===== src/rtl/dram_buffer_sched_if.sv =====
`default_nettype none
// ============================================================================
// Module      : dram_buffer_sched_if
// Description : Bundles the requester handshakes, the dram_buffer FIFO
//               control/status and the DRAM write-beat handshake used by
//               dram_buffer_sched.
//   master : scheduler view (drives ready/FIFO control/DRAM beat/status)
//   slave  : environment view (requesters, FIFO and DRAM engine)
//   Signals: en, req{0,1}_{valid,data,ready}, fifo_{wr_en,datain,full,
//            rd_en,dataout,empty}, dram_wr_{valid,data,ready},
//            last_grant, beats_sent
// Revision    : 1.0 - initial release
// ============================================================================
interface dram_buffer_sched_if #(
  parameter int DATA_W = 8,
  parameter int CNT_W  = 16
);
  logic              en;
  logic              req0_valid;
  logic [DATA_W-1:0] req0_data;
  logic              req0_ready;
  logic              req1_valid;
  logic [DATA_W-1:0] req1_data;
  logic              req1_ready;
  logic              fifo_wr_en;
  logic [DATA_W-1:0] fifo_datain;
  logic              fifo_full;
  logic              fifo_rd_en;
  logic [DATA_W-1:0] fifo_dataout;
  logic              fifo_empty;
  logic              dram_wr_valid;
  logic [DATA_W-1:0] dram_wr_data;
  logic              dram_wr_ready;
  logic              last_grant;
  logic [CNT_W-1:0]  beats_sent;

  modport master (
    input  en,
    input  req0_valid, req0_data,
    output req0_ready,
    input  req1_valid, req1_data,
    output req1_ready,
    output fifo_wr_en, fifo_datain,
    input  fifo_full,
    output fifo_rd_en,
    input  fifo_dataout, fifo_empty,
    output dram_wr_valid, dram_wr_data,
    input  dram_wr_ready,
    output last_grant, beats_sent
  );

  modport slave (
    output en,
    output req0_valid, req0_data,
    input  req0_ready,
    output req1_valid, req1_data,
    input  req1_ready,
    input  fifo_wr_en, fifo_datain,
    output fifo_full,
    input  fifo_rd_en,
    output fifo_dataout, fifo_empty,
    input  dram_wr_valid, dram_wr_data,
    output dram_wr_ready,
    input  last_grant, beats_sent
  );
endinterface
`default_nettype wire


===== src/rtl/dram_buffer_sched.sv =====
`default_nettype none
// ============================================================================
// Module      : dram_buffer_sched
// Description : Shares the dram_buffer FIFO between two write requesters with
//               per-beat round-robin arbitration (zero-latency push path) and
//               drains it toward the DRAM write datapath through an
//               IDLE -> LOAD -> SEND FSM with a valid/ready handshake.
//   clk  : system clock, rising edge
//   rst  : asynchronous, active-high reset
//   bus  : dram_buffer_sched_if.master (requesters, FIFO, DRAM beat, status)
// Revision    : 1.0 - initial release
// ============================================================================
module dram_buffer_sched #(
  parameter int DATA_W = 8,
  parameter int CNT_W  = 16
) (
  input  wire logic             clk,
  input  wire logic             rst,
  dram_buffer_sched_if.master   bus
);

  typedef enum logic [1:0] {
    IDLE = 2'd0,
    LOAD = 2'd1,
    SEND = 2'd2
  } state_t;

  state_t            r_state;
  state_t            w_state_nxt;

  logic              r_last_grant;
  logic              r_wr_valid;
  logic [DATA_W-1:0] r_wr_data;
  logic [CNT_W-1:0]  r_beats_sent;

  logic              w_eligible;
  logic              w_winner;
  logic              w_push;
  logic              w_pop;
  logic              w_load;
  logic              w_handshake;

  // --------------------------------------------------------------------------
  // Arbitration and write path
  // --------------------------------------------------------------------------
  // rst is folded into eligibility so the readies and the push strobe are
  // held low for the whole reset window, not just after the first edge.
  assign w_eligible = bus.en & ~bus.fifo_full & ~rst;

  // A lone valid requester wins outright; with both (or neither) valid the
  // requester that was not granted last gets the slot.
  always_comb begin
    w_winner = ~r_last_grant;
    if (bus.req0_valid && !bus.req1_valid) begin
      w_winner = 1'b0;
    end else if (bus.req1_valid && !bus.req0_valid) begin
      w_winner = 1'b1;
    end
  end

  assign w_push          = w_eligible & (w_winner ? bus.req1_valid : bus.req0_valid);
  assign bus.req0_ready  = w_eligible & ~w_winner;
  assign bus.req1_ready  = w_eligible &  w_winner;
  assign bus.fifo_wr_en  = w_push;
  assign bus.fifo_datain = w_winner ? bus.req1_data : bus.req0_data;

  always_ff @(posedge clk or posedge rst) begin
    if (rst) begin
      r_last_grant <= 1'b0;
    end else if (w_push) begin
      r_last_grant <= w_winner;
    end
  end

  // --------------------------------------------------------------------------
  // Drain FSM
  // --------------------------------------------------------------------------
  always_ff @(posedge clk or posedge rst) begin
    if (rst) begin
      r_state <= IDLE;
    end else begin
      r_state <= w_state_nxt;
    end
  end

  // The pop strobe is a pure decode of IDLE; the FIFO presents dataout one
  // cycle later, which is exactly the LOAD cycle that captures it.
  always_comb begin
    w_state_nxt = r_state;
    w_pop       = 1'b0;
    w_load      = 1'b0;
    w_handshake = 1'b0;
    case (r_state)
      IDLE: begin
        if (bus.en && !bus.fifo_empty && !rst) begin
          w_pop       = 1'b1;
          w_state_nxt = LOAD;
        end
      end
      LOAD: begin
        w_load      = 1'b1;
        w_state_nxt = SEND;
      end
      SEND: begin
        // en is deliberately not consulted: an in-flight beat always finishes.
        if (r_wr_valid && bus.dram_wr_ready) begin
          w_handshake = 1'b1;
          w_state_nxt = IDLE;
        end
      end
      default: begin
        w_state_nxt = IDLE;
      end
    endcase
  end

  assign bus.fifo_rd_en = w_pop;

  // --------------------------------------------------------------------------
  // DRAM beat register and delivered-beat counter
  // --------------------------------------------------------------------------
  always_ff @(posedge clk or posedge rst) begin
    if (rst) begin
      r_wr_valid   <= 1'b0;
      r_wr_data    <= '0;
      r_beats_sent <= '0;
    end else if (w_load) begin
      r_wr_valid <= 1'b1;
      r_wr_data  <= bus.fifo_dataout;
    end else if (w_handshake) begin
      r_wr_valid   <= 1'b0;
      // Free-running wrap is intended; no overflow indication.
      r_beats_sent <= r_beats_sent + 1'b1;
    end
  end

  assign bus.dram_wr_valid = r_wr_valid;
  assign bus.dram_wr_data  = r_wr_data;
  assign bus.last_grant    = r_last_grant;
  assign bus.beats_sent    = r_beats_sent;

endmodule
`default_nettype wire


===== src/flat_wrapper.sv =====
// flat-port wrapper written by rule: the top's interface ports become plain ports
module dram_buffer_sched_flat 
#(
  parameter int DATA_W = 8,
  parameter int CNT_W  = 16
)
  (clk, rst, bus_en, bus_req0_valid, bus_req0_data, bus_req0_ready, bus_req1_valid, bus_req1_data, bus_req1_ready, bus_fifo_wr_en, bus_fifo_datain, bus_fifo_full, bus_fifo_rd_en, bus_fifo_dataout, bus_fifo_empty, bus_dram_wr_valid, bus_dram_wr_data, bus_dram_wr_ready, bus_last_grant, bus_beats_sent);
  dram_buffer_sched_if #(.DATA_W(DATA_W), .CNT_W(CNT_W)) bus_i ();
  input  wire logic clk;
  input  wire logic rst;
  input wire logic [$bits(bus_i.en)-1:0] bus_en;
  input wire logic [$bits(bus_i.req0_valid)-1:0] bus_req0_valid;
  input wire logic [$bits(bus_i.req0_data)-1:0] bus_req0_data;
  output wire logic [$bits(bus_i.req0_ready)-1:0] bus_req0_ready;
  input wire logic [$bits(bus_i.req1_valid)-1:0] bus_req1_valid;
  input wire logic [$bits(bus_i.req1_data)-1:0] bus_req1_data;
  output wire logic [$bits(bus_i.req1_ready)-1:0] bus_req1_ready;
  output wire logic [$bits(bus_i.fifo_wr_en)-1:0] bus_fifo_wr_en;
  output wire logic [$bits(bus_i.fifo_datain)-1:0] bus_fifo_datain;
  input wire logic [$bits(bus_i.fifo_full)-1:0] bus_fifo_full;
  output wire logic [$bits(bus_i.fifo_rd_en)-1:0] bus_fifo_rd_en;
  input wire logic [$bits(bus_i.fifo_dataout)-1:0] bus_fifo_dataout;
  input wire logic [$bits(bus_i.fifo_empty)-1:0] bus_fifo_empty;
  output wire logic [$bits(bus_i.dram_wr_valid)-1:0] bus_dram_wr_valid;
  output wire logic [$bits(bus_i.dram_wr_data)-1:0] bus_dram_wr_data;
  input wire logic [$bits(bus_i.dram_wr_ready)-1:0] bus_dram_wr_ready;
  output wire logic [$bits(bus_i.last_grant)-1:0] bus_last_grant;
  output wire logic [$bits(bus_i.beats_sent)-1:0] bus_beats_sent;
  assign bus_i.en = bus_en;
  assign bus_i.req0_valid = bus_req0_valid;
  assign bus_i.req0_data = bus_req0_data;
  assign bus_req0_ready = bus_i.req0_ready;
  assign bus_i.req1_valid = bus_req1_valid;
  assign bus_i.req1_data = bus_req1_data;
  assign bus_req1_ready = bus_i.req1_ready;
  assign bus_fifo_wr_en = bus_i.fifo_wr_en;
  assign bus_fifo_datain = bus_i.fifo_datain;
  assign bus_i.fifo_full = bus_fifo_full;
  assign bus_fifo_rd_en = bus_i.fifo_rd_en;
  assign bus_i.fifo_dataout = bus_fifo_dataout;
  assign bus_i.fifo_empty = bus_fifo_empty;
  assign bus_dram_wr_valid = bus_i.dram_wr_valid;
  assign bus_dram_wr_data = bus_i.dram_wr_data;
  assign bus_i.dram_wr_ready = bus_dram_wr_ready;
  assign bus_last_grant = bus_i.last_grant;
  assign bus_beats_sent = bus_i.beats_sent;
  dram_buffer_sched #(.DATA_W(DATA_W), .CNT_W(CNT_W)) u_core (.clk(clk), .rst(rst), .bus(bus_i));
endmodule

===== config.mk =====
export PLATFORM = sky130hd
export DESIGN_NAME = dram_buffer_sched_flat
export DESIGN_NICKNAME = d
export VERILOG_FILES = /design/src/rtl/dram_buffer_sched_if.sv /design/src/rtl/dram_buffer_sched.sv /design/src/flat_wrapper.sv
export SDC_FILE = /design/constraint.sdc
export NUM_CORES = 1
export LEC_CHECK = 0
export CORE_MARGIN = 2
export CORE_UTILIZATION = 39
export DETAILED_ROUTE_END_ITERATION = 10
export GPL_TIMING_DRIVEN = 0
export PLACE_DENSITY_LB_ADDON = 0.2
export SLEW_MARGIN = 20
export SYNTH_ARGS = -nofsm -noshare
export SYNTH_HDL_FRONTEND = slang
export SYNTH_SLANG_ARGS = --single-unit

===== constraint.sdc =====
create_clock -name clk -period 1.65 [get_ports clk]
set_input_delay 0.33 -clock clk [delete_from_list [all_inputs] [get_ports clk]]
set_output_delay 0.33 -clock clk [all_outputs]
set_load 0.01 [all_outputs]

==> parameters.txt <==
Parameter                              Value

Status
  Outcome ... complete, but fails checks
  Violations in the final reports ... setup timing

Worst setup path
  Worst Path Class, Setup ... flip-flop to output port
  Timing startpoint of the critical path ... u_core.bus.last_grant$_DFFE_PP0P_
  Data required, critical path ... between 1 and 1.5 ns
  Arr. time, crit path ... 1.59 ns
  Reg2Reg Setup Slack ... roughly 0.070 ns
  Worst Path Max Fanout ... 4
  Cells along the critical path ... nor2_2, o21ai_4, buf_6, mux2_2, buf_6
  R2R cell count ... 4
  Bufs and invs on worst path ... 2
  Element type at the critical path start ... flip-flop
  CP delay by family, top ... flip-flops
  Category of the worst setup path capture point ... output port
  Critical path capture point ... bus_fifo_datain[1]
  Worst r2r src ... u_core.r_state[0]$_DFFE_PP0P_
  Crit. path cell count ... 5
  Endpoint of the worst register-to-register path ... u_core.bus.beats_sent[13]$_DFFE_PP0P_
  Worst-path cell with the longest stage delay ... dfrtp_1
  Critical Path Most Common Cell ... buf_6
  Largest stage delay on the critical path ... 0.42 ns

STA
  Max-slew violation count ... 0
  Setup violations, final ... 10
  Unrepaired setup endpoints after global routing ... yes
  Sum Neg Setup Slack ... -2.37 ns
  Min Tclk post-route ... about 1.9 ns
  Setup skew after layout ... ~0.021 ns
  Ratio of final minimum period to clock period ... 116%
  Final WS setup ... -0.268 ns
  Worst Tran Pin Value ... between 0.9 and 1 ns
  Final Hold Fails ... 0
  Achievable clock frequency ... around 520 MHz
  Max-slew headroom at the worst pin ... about a third

Floorplan
  IO Count ... 70
  Starting density of the core ... between 40% and 50%
  Vertical extent of the die ... around 63 µm
  Number of core rows ... 21
  Horizontal die dimension ... between 60 and 70 µm
  Core Area ... about 0.0033 mm²
  Die ar. ... roughly 0.0039 mm²

Power and ir drop
  Leakage ... 1.17 nW
  Power consumption ... ~2.4 mW
  Power density normalized to cell area ... roughly 1000 mW/mm²
  IR drop worst, VDD ... 0.959 mV

Clock tree
  CTS tree ... done
  Number of buffers added by the clock tree synthesis step ... 3
  Clock-pin transition on the worst setup and hold timing paths ... 0.16 ns
  Quantity of hold-fixing buffers added after cts ... 0
  Clock buffer depth ... 2
  CTS sink cnt ... 28
  Clock root cell ... clkbuf_4
  Clock insertion delay at the later pin of the skew report ... 0.35 ns
  H-tree levels ... 1

Flow run
  MaxCap Viol Count ... 0

Synth
  Most instantiated library cell after synthesis ... dfrtp_1
  Fraction of post-synthesis cell area in the top cell type by area ... 52.0%
  Dominant cell type by area after synthesis ... dfrtp_1
  Share of flip-flops with an asynchronous set or reset after synthesis ... between 90% and 100%
  Cell area after synthesis ... around 0.0013 mm²
  Yosys synthesis warning count ... 0
  Main synth FF type ... dfrtp_1
  Number of flops mapped to enable cells by yosys ... 0
  Cells after synthesis ... 113
  Mean cell area of the mapped netlist ... 11.9 µm²
  Distinct cells, synth ... 29
  Net Count, Synth ... 146
  Leading post-synthesis cells by instance count ... dfrtp_1, mux2_2, nand2_1, xnor2_1, nand3_1
  Proportion of synthesized chip area in sequential cells ... between 50% and 60%
  Leading cell types by total area after synthesis ... dfrtp_1, mux2_2, xnor2_1, nand2_1, xor2_1
  Number of register bits inferred by synthesis ... 28

Detailed routing
  Total Routed Length ... ~3700 µm
  Routed Antenna Nets ... 0
  Vias per inst ... about 4.8
  Number of detailed-route iterations in the first pass ... 4
  Via count ... about 1.2k
  Detail-routed net length per standard cell ... 14.3 µm
  DRC violation count after routing ... 0
  Number of DRC markers after the initial detailed-route iteration ... a little over 50

GRT
  Maximum number of pins on one net before global-route repair ... 29
  Global route total overflow ... 0
  Total GRT Usage ... 19.3%
  Wire length of the first global-routing pass ... roughly 6000 µm
  Number of global-route vias before repair ... between 1k and 1.5k
  Number of antenna violations at the first check in global routing ... 0

Placement
  Post-detailed-placement half-perimeter wirelength ... 2540 µm
  Routability cong. ... 0.753
  Count of buffers from port buffering ... 69
  Setup slack after placement ... -0.864 ns

Worst hold path
  Path class of the lowest-slack min-delay path ... input pin to async pin

Final layout
  Final net count ... ~240
  Fraction of layout instances using a drive strength above 1 ... between 30% and 40%
  Diode insertion count for antenna repair ... 0
  Area overhead of the layout relative to synthesis ... 79.0%
[metrics by stage]
step | area (µm²) | hold WS [ns] | utilization, % | std cells
after global routing | 2410 | 0.152 | 72.2 | 256
final | 2410 | 0.112 | 72.2 | 256
after global placement | 2090 | 0.460 | 62.8 | 228
after CTS | 2340 | 0.366 | 70.1 | 250
after detailed placement | 2090 | 0.474 | 62.8 | 228
after floorplan | 1350 | 0.395 | - | 113
[flip-flops by register name (all words and copies together), names as in the netlist]
| signal | cells |
|---|---|
| u_core.bus.beats_sent | 16 |
| u_core.bus.dram_wr_data | 8 |
| u_core.bus.dram_wr_valid | 1 |
| u_core.bus.last_grant | 1 |
| u_core.r_state | 2 |
[repair_timing]
action,in CTS,in global routing
gates resized for setup,77,9
pin swaps,3,3
endpoints found under the setup margin,25,21
buffers inserted,18,6
[how the worst min path moves through the flow]
stage                                                from                               endpoint  slack (ns)  depth (start not counted)
finish                                                rst          u_core.r_state[0]$_DFFE_PP0P_        0.11                          2
global placement    u_core.bus.beats_sent[15]$_DFFE_PP0P_  u_core.bus.beats_sent[15]$_DFFE_PP0P_        0.46                          1
global route                                          rst      u_core.bus.last_grant$_DFFE_PP0P_        0.15                          2
CTS                                        bus_req0_valid      u_core.bus.last_grant$_DFFE_PP0P_        0.37                          2
floorplan                                             rst   u_core.bus.beats_sent[0]$_DFFE_PP0P_        0.40                          1
detailed placement  u_core.bus.beats_sent[15]$_DFFE_PP0P_  u_core.bus.beats_sent[15]$_DFFE_PP0P_        0.47                          1
[cell families after synthesis]
logic type | share of synthesized area [%]
multiplexers | 13.4
AO/OA/AOI/OAI | 3.16
flip-flops | 52.0
AND/OR/NAND/NOR | 19.0
XOR/XNOR | 9.76
adder cells (fa/ha/maj) | 0.929
buffers and inverters | 1.77
[layout make-up]
class / count / area, µm²
fillers: 251 / 927
repair buffers: 93 / 887
flip-flops and latches: 28 / 702
multi-input cells: 80 / 687
well taps: 46 / 57.6
clock inverters: 1 / 30.0
clock buffers: 3 / 22.5
plain buffers: 2 / 12.5
inverters: 3 / 11.3
[cell usage in the layout, fill, tap and decap left out, types with 4 or more instances in the layout]
cell,count
xnor2_1,11
buf_4,23
dfrtp_1,27
xor2_1,4
buf_6,11
dlymetal6s2s_1,6
nand3_1,6
buf_2,4
clkdlybuf4s50_1,49
mux2_2,9
mux2_4,7
nand2_1,12
[power by group]
part	switching (mW)	internal [mW]	total (mW)
Combinational	0.376	0.638	1.01
Clock	0.211	0.246	0.457
Sequential	0.103	0.848	0.950
Total	0.690	1.73	2.42
[metal layers]
metal | up-vias | part of all wire (%) | GRT usage, % | wire length, µm
met5 | - | 0 | 0 | 0
met3 | 9 | 5.8 | 5.77 | 214
li1 | 587 | - | - | -
met4 | 0 | 2.7 | 8.06 | 99
met2 | 44 | 54 | 35.8 | 1970
met1 | 587 | 38 | 20.2 | 1380
(Power assumes the default switching activity.)
